<file path="src/rtl/fetch_stage_if.sv">
// Instruction-memory request/response bundle between the fetch stage and imem.
// The fetch stage uses the master modport, the memory (or its model) the slave.
interface fetch_stage_if;
    logic        imem_req;
    logic [15:0] imem_addr;
    logic        imem_valid;
    logic [15:0] imem_rdata;

    // imem_req is taken by the memory in the cycle it is high; imem_valid/imem_rdata
    // return the word no earlier than the following cycle, one request outstanding.
    modport master (
        output imem_req,
        output imem_addr,
        input  imem_valid,
        input  imem_rdata
    );

    modport slave (
        input  imem_req,
        input  imem_addr,
        output imem_valid,
        output imem_rdata
    );
endinterface

</file>
<file path="src/rtl/fetch_stage.sv">
// Instruction-fetch stage: PC, one-outstanding imem requests, one-word hold buffer, IF/ID register.
// Optional FETCH_STATS_EN adds saturating stat_fetched / stat_wait counters.
module fetch_stage #(
    parameter logic [15:0] RESET_PC  = 16'h0000,
    parameter logic [15:0] NOP_INSTR = 16'h0800
) (
    input  logic          clk,
    input  logic          rst,
    input  logic          stall,
    input  logic          flush,
    input  logic [15:0]   PC_next,
    fetch_stage_if.master imem,
    output logic [15:0]   instr,
    output logic [15:0]   currPC,
    output logic [15:0]   new_addr,
    output logic          if_valid,
    output logic [1:0]    o_dbg_state
`ifdef FETCH_STATS_EN
    ,
    output logic [15:0]   stat_fetched,
    output logic [15:0]   stat_wait
`else
    // statistics ports not built
`endif
);

    typedef enum logic [1:0] {
        S_IDLE    = 2'd0,
        S_WAIT    = 2'd1,
        S_DISCARD = 2'd2,
        S_HALTED  = 2'd3
    } state_t;

    state_t      r_state;
    state_t      w_next_state;
    logic [15:0] r_pc;
    logic [15:0] r_fly_pc;
    logic [15:0] r_hold_instr;
    logic [15:0] r_hold_pc;
    logic        r_hold_valid;
    logic [15:0] r_instr;
    logic [15:0] r_curr_pc;
    logic [15:0] r_new_addr;
    logic        r_if_valid;

    logic        w_req;
    logic        w_take;
    logic        w_buffer;
    logic        w_drain;
    logic        w_rdata_halt;
    logic        w_hold_halt;

    assign w_rdata_halt = (imem.imem_rdata[15:11] == 5'b00000);
    assign w_hold_halt  = (r_hold_instr[15:11] == 5'b00000);
    assign w_drain      = r_hold_valid && !stall && !flush;
    assign w_take       = (r_state == S_WAIT) && imem.imem_valid && !stall && !flush;
    assign w_buffer     = (r_state == S_WAIT) && imem.imem_valid && stall && !flush;

    always_comb begin
        w_next_state = r_state;
        w_req        = 1'b0;
        case (r_state)
            S_IDLE: begin
                if (flush) begin
                    w_next_state = S_IDLE;
                end else if (w_drain) begin
                    w_next_state = w_hold_halt ? S_HALTED : S_IDLE;
                end else if (!r_hold_valid) begin
                    w_req        = 1'b1;
                    w_next_state = S_WAIT;
                end
            end
            S_WAIT: begin
                // A flush with the word already on the bus drops it; otherwise it is still owed.
                if (flush) begin
                    w_next_state = imem.imem_valid ? S_IDLE : S_DISCARD;
                end else if (imem.imem_valid) begin
                    if (stall) begin
                        w_next_state = S_IDLE;
                    end else if (w_rdata_halt) begin
                        w_next_state = S_HALTED;
                    end else begin
                        w_req = 1'b1;
                    end
                end
            end
            S_DISCARD: begin
                if (!flush && imem.imem_valid) begin
                    w_next_state = S_IDLE;
                end
            end
            S_HALTED: begin
                if (flush) begin
                    w_next_state = S_IDLE;
                end
            end
            default: w_next_state = S_IDLE;
        endcase
    end

    assign imem.imem_req  = w_req && !rst;
    assign imem.imem_addr = r_pc;

    always_ff @(posedge clk or posedge rst) begin
        if (rst) begin
            r_state      <= S_IDLE;
            r_pc         <= RESET_PC;
            r_fly_pc     <= RESET_PC;
            r_hold_instr <= NOP_INSTR;
            r_hold_pc    <= 16'h0000;
            r_hold_valid <= 1'b0;
        end else begin
            r_state <= w_next_state;
            if (flush) begin
                r_pc <= PC_next;
            end else if (w_req) begin
                r_fly_pc <= r_pc;
                r_pc     <= r_pc + 16'd2;
            end
            if (flush) begin
                r_hold_valid <= 1'b0;
            end else if (w_buffer) begin
                r_hold_instr <= imem.imem_rdata;
                r_hold_pc    <= r_fly_pc;
                r_hold_valid <= 1'b1;
            end else if (w_drain) begin
                r_hold_valid <= 1'b0;
            end
        end
    end

    // IF/ID: a bubble keeps currPC/new_addr; the hold buffer outranks fresh memory data.
    always_ff @(posedge clk or posedge rst) begin
        if (rst) begin
            r_instr    <= NOP_INSTR;
            r_curr_pc  <= 16'h0000;
            r_new_addr <= 16'h0000;
            r_if_valid <= 1'b0;
        end else if (flush) begin
            r_instr    <= NOP_INSTR;
            r_if_valid <= 1'b0;
        end else if (!stall) begin
            if (r_hold_valid) begin
                r_instr    <= r_hold_instr;
                r_curr_pc  <= r_hold_pc;
                r_new_addr <= r_hold_pc + 16'd2;
                r_if_valid <= 1'b1;
            end else if (w_take) begin
                r_instr    <= imem.imem_rdata;
                r_curr_pc  <= r_fly_pc;
                r_new_addr <= r_fly_pc + 16'd2;
                r_if_valid <= 1'b1;
            end else begin
                r_instr    <= NOP_INSTR;
                r_if_valid <= 1'b0;
            end
        end
    end

    assign instr       = r_instr;
    assign currPC      = r_curr_pc;
    assign new_addr    = r_new_addr;
    assign if_valid    = r_if_valid;
    assign o_dbg_state = r_state;

`ifdef FETCH_STATS_EN
    logic [15:0] r_stat_fetched;
    logic [15:0] r_stat_wait;

    always_ff @(posedge clk or posedge rst) begin
        if (rst) begin
            r_stat_fetched <= 16'h0000;
            r_stat_wait    <= 16'h0000;
        end else begin
            if ((w_drain || w_take) && (r_stat_fetched != 16'hFFFF)) begin
                r_stat_fetched <= r_stat_fetched + 16'd1;
            end
            if ((((r_state == S_WAIT) && !imem.imem_valid) || (r_state == S_DISCARD)) &&
                (r_stat_wait != 16'hFFFF)) begin
                r_stat_wait <= r_stat_wait + 16'd1;
            end
        end
    end

    assign stat_fetched = r_stat_fetched;
    assign stat_wait    = r_stat_wait;
`else
    // statistics counters not built
`endif

endmodule

</file>
<file path="src/flat_wrapper.sv">
// flat-port wrapper written by rule: the top's interface ports become plain ports
module fetch_stage_flat 
#(
    parameter logic [15:0] RESET_PC  = 16'h0000,
    parameter logic [15:0] NOP_INSTR = 16'h0800
)
  (clk, rst, stall, flush, PC_next, instr, currPC, new_addr, if_valid, o_dbg_state, imem_imem_req, imem_imem_addr, imem_imem_valid, imem_imem_rdata);
  fetch_stage_if imem_i ();
  input  logic clk;
  input  logic rst;
  input  logic stall;
  input  logic flush;
  input  logic [15:0] PC_next;
  output logic [15:0] instr;
  output logic [15:0] currPC;
  output logic [15:0] new_addr;
  output logic if_valid;
  output logic [1:0] o_dbg_state;
  output wire logic [$bits(imem_i.imem_req)-1:0] imem_imem_req;
  output wire logic [$bits(imem_i.imem_addr)-1:0] imem_imem_addr;
  input wire logic [$bits(imem_i.imem_valid)-1:0] imem_imem_valid;
  input wire logic [$bits(imem_i.imem_rdata)-1:0] imem_imem_rdata;
  assign imem_imem_req = imem_i.imem_req;
  assign imem_imem_addr = imem_i.imem_addr;
  assign imem_i.imem_valid = imem_imem_valid;
  assign imem_i.imem_rdata = imem_imem_rdata;
  fetch_stage #(.RESET_PC(RESET_PC), .NOP_INSTR(NOP_INSTR)) u_core (.clk(clk), .rst(rst), .stall(stall), .flush(flush), .PC_next(PC_next), .imem(imem_i), .instr(instr), .currPC(currPC), .new_addr(new_addr), .if_valid(if_valid), .o_dbg_state(o_dbg_state));
endmodule
</file>
<file path="config.mk">
export PLATFORM = sky130hd
export DESIGN_NAME = fetch_stage_flat
export DESIGN_NICKNAME = d
export VERILOG_FILES = /design/src/rtl/fetch_stage_if.sv /design/src/rtl/fetch_stage.sv /design/src/flat_wrapper.sv
export SDC_FILE = /design/constraint.sdc
export NUM_CORES = 1
export LEC_CHECK = 0
export CAP_MARGIN = 20
export CORE_ASPECT_RATIO = 1.75
export CORE_MARGIN = 4
export CORE_UTILIZATION = 56
export DETAILED_ROUTE_END_ITERATION = 10
export GPL_ROUTABILITY_DRIVEN = 0
export PLACE_DENSITY = 0.86
export RECOVER_POWER = 50
export REMOVE_ABC_BUFFERS = 1
export SYNTH_ARGS = -nofsm -noshare
export SYNTH_HDL_FRONTEND = slang
export SYNTH_SLANG_ARGS = --single-unit
</file>
<file path="constraint.sdc">
create_clock -name clk -period 7.9 [get_ports clk]
set_input_delay 1.58 -clock clk [delete_from_list [all_inputs] [get_ports clk]]
set_output_delay 1.58 -clock clk [all_outputs]
set_load 0.02 [all_outputs]
</file>
==> results of run 1 <==
[layout by cell type, fill, tap and decap left out, drive strengths merged, types with 6 or more instances in the layout]
cell type	count
a21oi	23
a222oi	16
buf	7
clkbuf	24
clkdlybuf4s50	52
dfrtp	113
dlygate4sd3	52
inv	18
mux2	41
mux2i	17
nand2	81
nand3	18
nand4	6
nor2	38
o21ai	14
o31ai	6
xnor2	9
[stage by stage]
stage / hold slack, ps / utilization
after floorplan: 455 / -
after detailed placement: 473 / 0.701
after global routing: 510 / 0.770
after global placement: 454 / 0.700
final: 483 / 0.770
after CTS: 491 / 0.770
[routing by layer]
metal | up-vias | GRT usage | part of all wire
met1 | 2174 | 0.275 | 0.34
met4 | 0 | 0.130 | 0.029
li1 | 2001 | - | -
met2 | 201 | 0.488 | 0.57
met3 | 39 | 0.0777 | 0.066
met5 | - | 0 | 0
[flip-flops by register name (all words and copies together) (netlist names)]
name,flops
u_core.r_fly_pc,16
u_core.r_hold_pc,16
u_core.instr,16
u_core.currPC,15
u_core.imem.imem_addr,16
u_core.if_valid,1
u_core.o_dbg_state,2
u_core.r_hold_instr,16
u_core.new_addr,16
u_core.r_hold_valid,1
[worst max-delay path: stages]
cell and delay [ps]:
clkdlybuf4s50_1 470, clkbuf_1 820, nor3_1 200, nand3_1 250
o22a_1 190, buf_4 340, nor2_1 80, clkdlybuf4s50_1 540
[layout make-up]
cell class,count,area [um2]
multi-input combinational,335,2210
timing repair buffer,113,1100
clock inverter,10,180
sequential,115,2880
tap,120,150
inverter,20,76.3
clock buffer,22,454
fill,538,2100
[cell families after synthesis]
family	after synthesis
simple gates	176
flops	115
compound gates	87
mux	58
buf+inv	48
xor+xnor	12
fa+ha+maj	2
[power by group]
part	switching, mW	total [mW]	leakage (nW)	internal [mW]
registers	0.190	1.01	1.42	0.816
clock network	0.259	0.825	0.304	0.565
logic	0.467	0.862	1.48	0.396
[how the worst min path moves through the flow]
stage,end,slack [ps],depth (start not counted)
after floorplan,u_core.r_fly_pc[0],450,2
after global placement,u_core.new_addr[2],450,2
after detailed placement,u_core.new_addr[2],470,2
after CTS,u_core.currPC[5],490,2
after global routing,u_core.instr[1],510,2
final,u_core.new_addr[4],480,2
==> results.json, run 1 <==
{
  "crit_arrival_ps": 4490,
  "hold_class": "reg -> reg",
  "cts_root_buf": "clkbuf_16",
  "grt_pass1_wl_um": 22600,
  "area_delta_synth_final_pct": 33.2,
  "syn_area_per_cell_um2": 10.6,
  "nets": 641,
  "max_cap_violations": 2,
  "wl_um": 14100,
  "dpl_cell_area_um2": 6410,
  "instances_no_fill": 735,
  "timing.reg2reg.setup_slack_ps": 5130,
  "slew-limit-headroom": -0.905,
  "clk_pin_slew_worst_paths_ps": 50,
  "grt_pass1_vias": 4657,
  "drcViolationCount": 0,
  "drtIter0Drc": 297,
  "r2r_start": "u_core.r_hold_valid",
  "core_um2": 9150,
  "rr_worst_depth": 7,
  "fin_tns_setup_ps": 0,
  "required_ps": 6320,
  "yosysWarnings": 0,
  "htreeDepth": 4,
  "antenna_found_initial": 0,
  "yosys.area_share.xor_xnor": 0.0199,
  "dieArea_um2": 11100,
  "drt-wirelength-per-cell_um": 19.2,
  "cp-startpoint": "flush",
  "clock_latency_ps": 410,
  "syn_inst": 498,
  "grt_max_degree": 66,
  "die_w_um": 81.5,
  "cts_max_path_buffers": 2,
  "yosysTopAreaCellShare": 0.534,
  "antenna_cells": 0,
  "start_util": 0.578,
  "cp-end-kind": "output port",
  "crit_end": "imem_imem_req",
  "cp-start-kind": "input port",
  "drive_gt1_frac": 0.138,
  "synth_edf_count": 0,
  "timing.final.ws_setup_ps": 1830,
  "timing.final.crit_share": 0.768,
  "synth-seq-cells": 115,
  "gr-total-overflow": 0,
  "yosys-top-cells-count": "113 x dfrtp_1, 81 x nand2_1, 40 x mux2_2",
  "fmax_mhz": 165,
  "syn-cell-area_um2": 5290,
  "setup_violations": 0,
  "cts_buffers": 17,
  "post_cts_resized": 0,
  "yosys.area_share.simple": 0.153,
  "hold_viol_final": 0,
  "ios": 105,
  "vias": 4415,
  "status": "complete, but fails checks",
  "timing.rr.end": "u_core.new_addr[15]",
  "synth_cell_types": 52,
  "synth_flop_cell": "dfrtp_1",
  "critPathMaxFanout": 34,
  "dp_cells": 702,
  "rsz0062_at_grt": "no",
  "port_buffers": 104,
  "report.final.slew_viol_count": 118,
  "clock_skew_ps": 6.63,
  "drt.antenna.violating_nets": 0,
  "power.total_mw": 2.69,
  "clock-sinks": 115,
  "yosysTopAreaCell": "dfrtp_1",
  "vias_per_cell": 6.01,
  "final_cell_area_um2": 7050,
  "fin_crit_ps": 6070,
  "netlist_top_cells_area": "dfrtp_1 53%, mux2_2 8.5%, nand2_1 5.7%",
  "dp_hpwl_um": 9050,
  "cts_setup_buffers": 0,
  "die_h_um": 137,
  "ir_drop_v": 0.000263,
  "p_leak_nw": 3.20,
  "std_cell_rows": 46,
  "synthAdderAreaFrac": 0.00473,
  "synth.area.mux_share": 0.120,
  "dr.pass1.iters": 6,
  "seq_area_frac_synth": 0.544,
  "synth_compound_area_frac": 0.120,
  "p_per_area_nw_per_um2": 382,
  "post-synth-top-count-cell": "dfrtp_1",
  "place_ws_ps": 2400,
  "cts_tree": "done",
  "failed_checks": "max-capacitance violations, max-slew violations",
  "worst-slew-pin-transition_ps": 2840,
  "hold_buffers": 0,
  "track_usage": 0.269,
  "synth_top_family_by_area": "simple AND/OR/NAND/NOR gates",
  "min_from": "u_core.new_addr[4]",
  "synthArstFlopShare": 1.00,
  "crit_type": "in -> out"
}
(Power assumes the default switching activity.)
==> inputs of run 2 (changes only) <==
--- a/config.mk
+++ b/config.mk
@@ -8,10 +8,10 @@
 export CAP_MARGIN = 20
 export CORE_ASPECT_RATIO = 1.75
 export CORE_MARGIN = 4
-export CORE_UTILIZATION = 56
+export CORE_UTILIZATION = 47
 export DETAILED_ROUTE_END_ITERATION = 10
 export GPL_ROUTABILITY_DRIVEN = 0
-export PLACE_DENSITY = 0.86
+export PLACE_DENSITY = 0.77
 export RECOVER_POWER = 50
 export REMOVE_ABC_BUFFERS = 1
 export SYNTH_ARGS = -nofsm -noshare
==> constraint.sdc (replaced) <==
create_clock -name clk -period 4.9 [get_ports clk]
set_input_delay 0.98 -clock clk [delete_from_list [all_inputs] [get_ports clk]]
set_output_delay 0.98 -clock clk [all_outputs]
set_load 0.02 [all_outputs]
==> results.json, run 2 (synthesis results as in run 1) <==
{
  "area_delta_synth_final_pct": 33.0,
  "top_layer": "met4",
  "vias_per_cell": 5.65,
  "drt-met1-wl_um": 4670,
  "min_from": "u_core.new_addr[2]",
  "grt_pass1_wl_um": 21600,
  "p_leak_nw": 3.16,
  "track_usage": 0.212,
  "r2r_start": "u_core.r_hold_valid",
  "power_frac_comb": 0.328,
  "ir_drop_v": 0.000312,
  "report.final.slew_viol_count": 77,
  "cp-start-kind": "input port",
  "dieArea_um2": 13100,
  "drive_gt1_frac": 0.146,
  "clock_latency_ps": 420,
  "cts_buffers": 17,
  "hold_buffers": 0,
  "clock-sinks": 115,
  "std_cell_rows": 51,
  "gr-total-overflow": 0,
  "wl_met3_um": 853,
  "failed_checks": "max-capacitance violations, max-slew violations",
  "crit_type": "in -> out",
  "cp-startpoint": "flush",
  "timing.final.ws_setup_ps": 868,
  "slew-limit-headroom": -0.202,
  "cts_root_buf": "clkbuf_16",
  "drtIter0Drc": 259,
  "status": "complete, but fails checks",
  "wl_um": 13100,
  "fin_crit_ps": 4030,
  "fin_util": 0.634,
  "cp-end-kind": "output port",
  "antenna_found_initial": 0,
  "start_util": 0.477,
  "worst-slew-pin-transition_ps": 1800,
  "drt-wirelength-per-cell_um": 17.4,
  "p_seq_frac": 0.382,
  "cts_max_path_buffers": 2,
  "nets": 645,
  "critPathMaxFanout": 6,
  "fin_tns_setup_ps": 0,
  "max_cap_violations": 1,
  "htreeDepth": 4,
  "place_ws_ps": 977,
  "port_buffers": 104,
  "dr_wl_met2_um": 7080,
  "switching_share": 0.342,
  "core_um2": 11100,
  "holdWs_ps": 469,
  "fmax_mhz": 248,
  "setup_violations": 0,
  "die_h_um": 148,
  "pwr-share-clk": 0.291,
  "hold_viol_final": 0,
  "cts_tree": "done",
  "final_cell_mix": "113 x dfrtp_1, 81 x nand2_1, 71 x clkdlybuf4s50_1",
  "ios": 105,
  "switchingPower_mw": 1.44,
  "dp_hpwl_um": 9170,
  "dr.pass1.iters": 5,
  "p_per_area_nw_per_um2": 599,
  "grt_max_degree": 87,
  "hold_class": "reg -> reg",
  "vias": 4238,
  "clock_skew_ps": 5.81,
  "drt.antenna.violating_nets": 0,
  "antenna_cells": 0,
  "clk_pin_slew_worst_paths_ps": 50,
  "rsz0062_at_grt": "no",
  "drcViolationCount": 0,
  "timing.final.crit_share": 0.823,
  "crit_arrival_ps": 3050,
  "die_w_um": 88.2,
  "grt_pass1_vias": 4460,
  "final_common_cell": "dfrtp_1",
  "post_cts_resized": 0,
  "required_ps": 3920,
  "cts_setup_buffers": 0,
  "cellInternalPower_mw": 2.77
}
-- run 2: cell count changes in the layout (fill, tap and decap cells not counted), sizes merged --
cell and delta:
buf +3, bufinv -2, clkbuf -1, clkdlybuf4s50 +19, clkinv +4, clkinvlp -1
dlygate4sd3 -19
-- run 2: routing by layer --
| layer | vias up | track usage |
|---|---|---|
| met2 | 143 | 0.368 |
| li1 | 2001 | - |
| met5 | - | 0 |
| met1 | 2059 | 0.224 |
| met3 | 35 | 0.0759 |
| met4 | 0 | 0.0968 |
-- run 2: worst max-delay path, cell delays in order --
cell and delay, ps:
dlygate4sd3_1 630, nor3_1 300, nand3_1 220, o22a_1 230
nor2_1 80, clkdlybuf4s50_1 610
-- run 2: final timing paths --
path | end | slack [ps] | depth (start not counted)
min reg2reg | u_core.new_addr[2] | 470 | 2
max reg2reg | u_core.new_addr[15] | 2180 | 7
max | imem_imem_req | 870 | 6
max in group asynchronous | u_core.currPC[3] | 1330 | 4
min in group asynchronous | u_core.r_hold_pc[15] | 1040 | 2
min | u_core.new_addr[2] | 470 | 2
-- run 2: layout make-up --
class                      count  area (um2)
fill                         889        4060
sequential                   115        2880
multi-input combinational    335        2210
timing repair buffer         117        1130
clock buffer                  20         447
tap                          132         165
clock inverter                11         136
inverter                      20        76.3
-- run 2: per-stage QoR --
step	cell area [um2]	cells	total power, mW
finish	7040	750	4.21
global route	7040	750	4.47
CTS	7040	748	4.29
detailed placement	6450	717	3.04
global placement	6450	717	2.99
floorplan	5160	470	2.42
-- run 2: power groups by stage --
stage	Sequential (mW)	Combinational (mW)	Clock, mW
floorplan	1.77	0.651	0
global placement	1.60	1.39	0
detailed placement	1.62	1.42	0
CTS	1.61	1.44	1.24
global route	1.66	1.51	1.29
finish	1.61	1.38	1.22
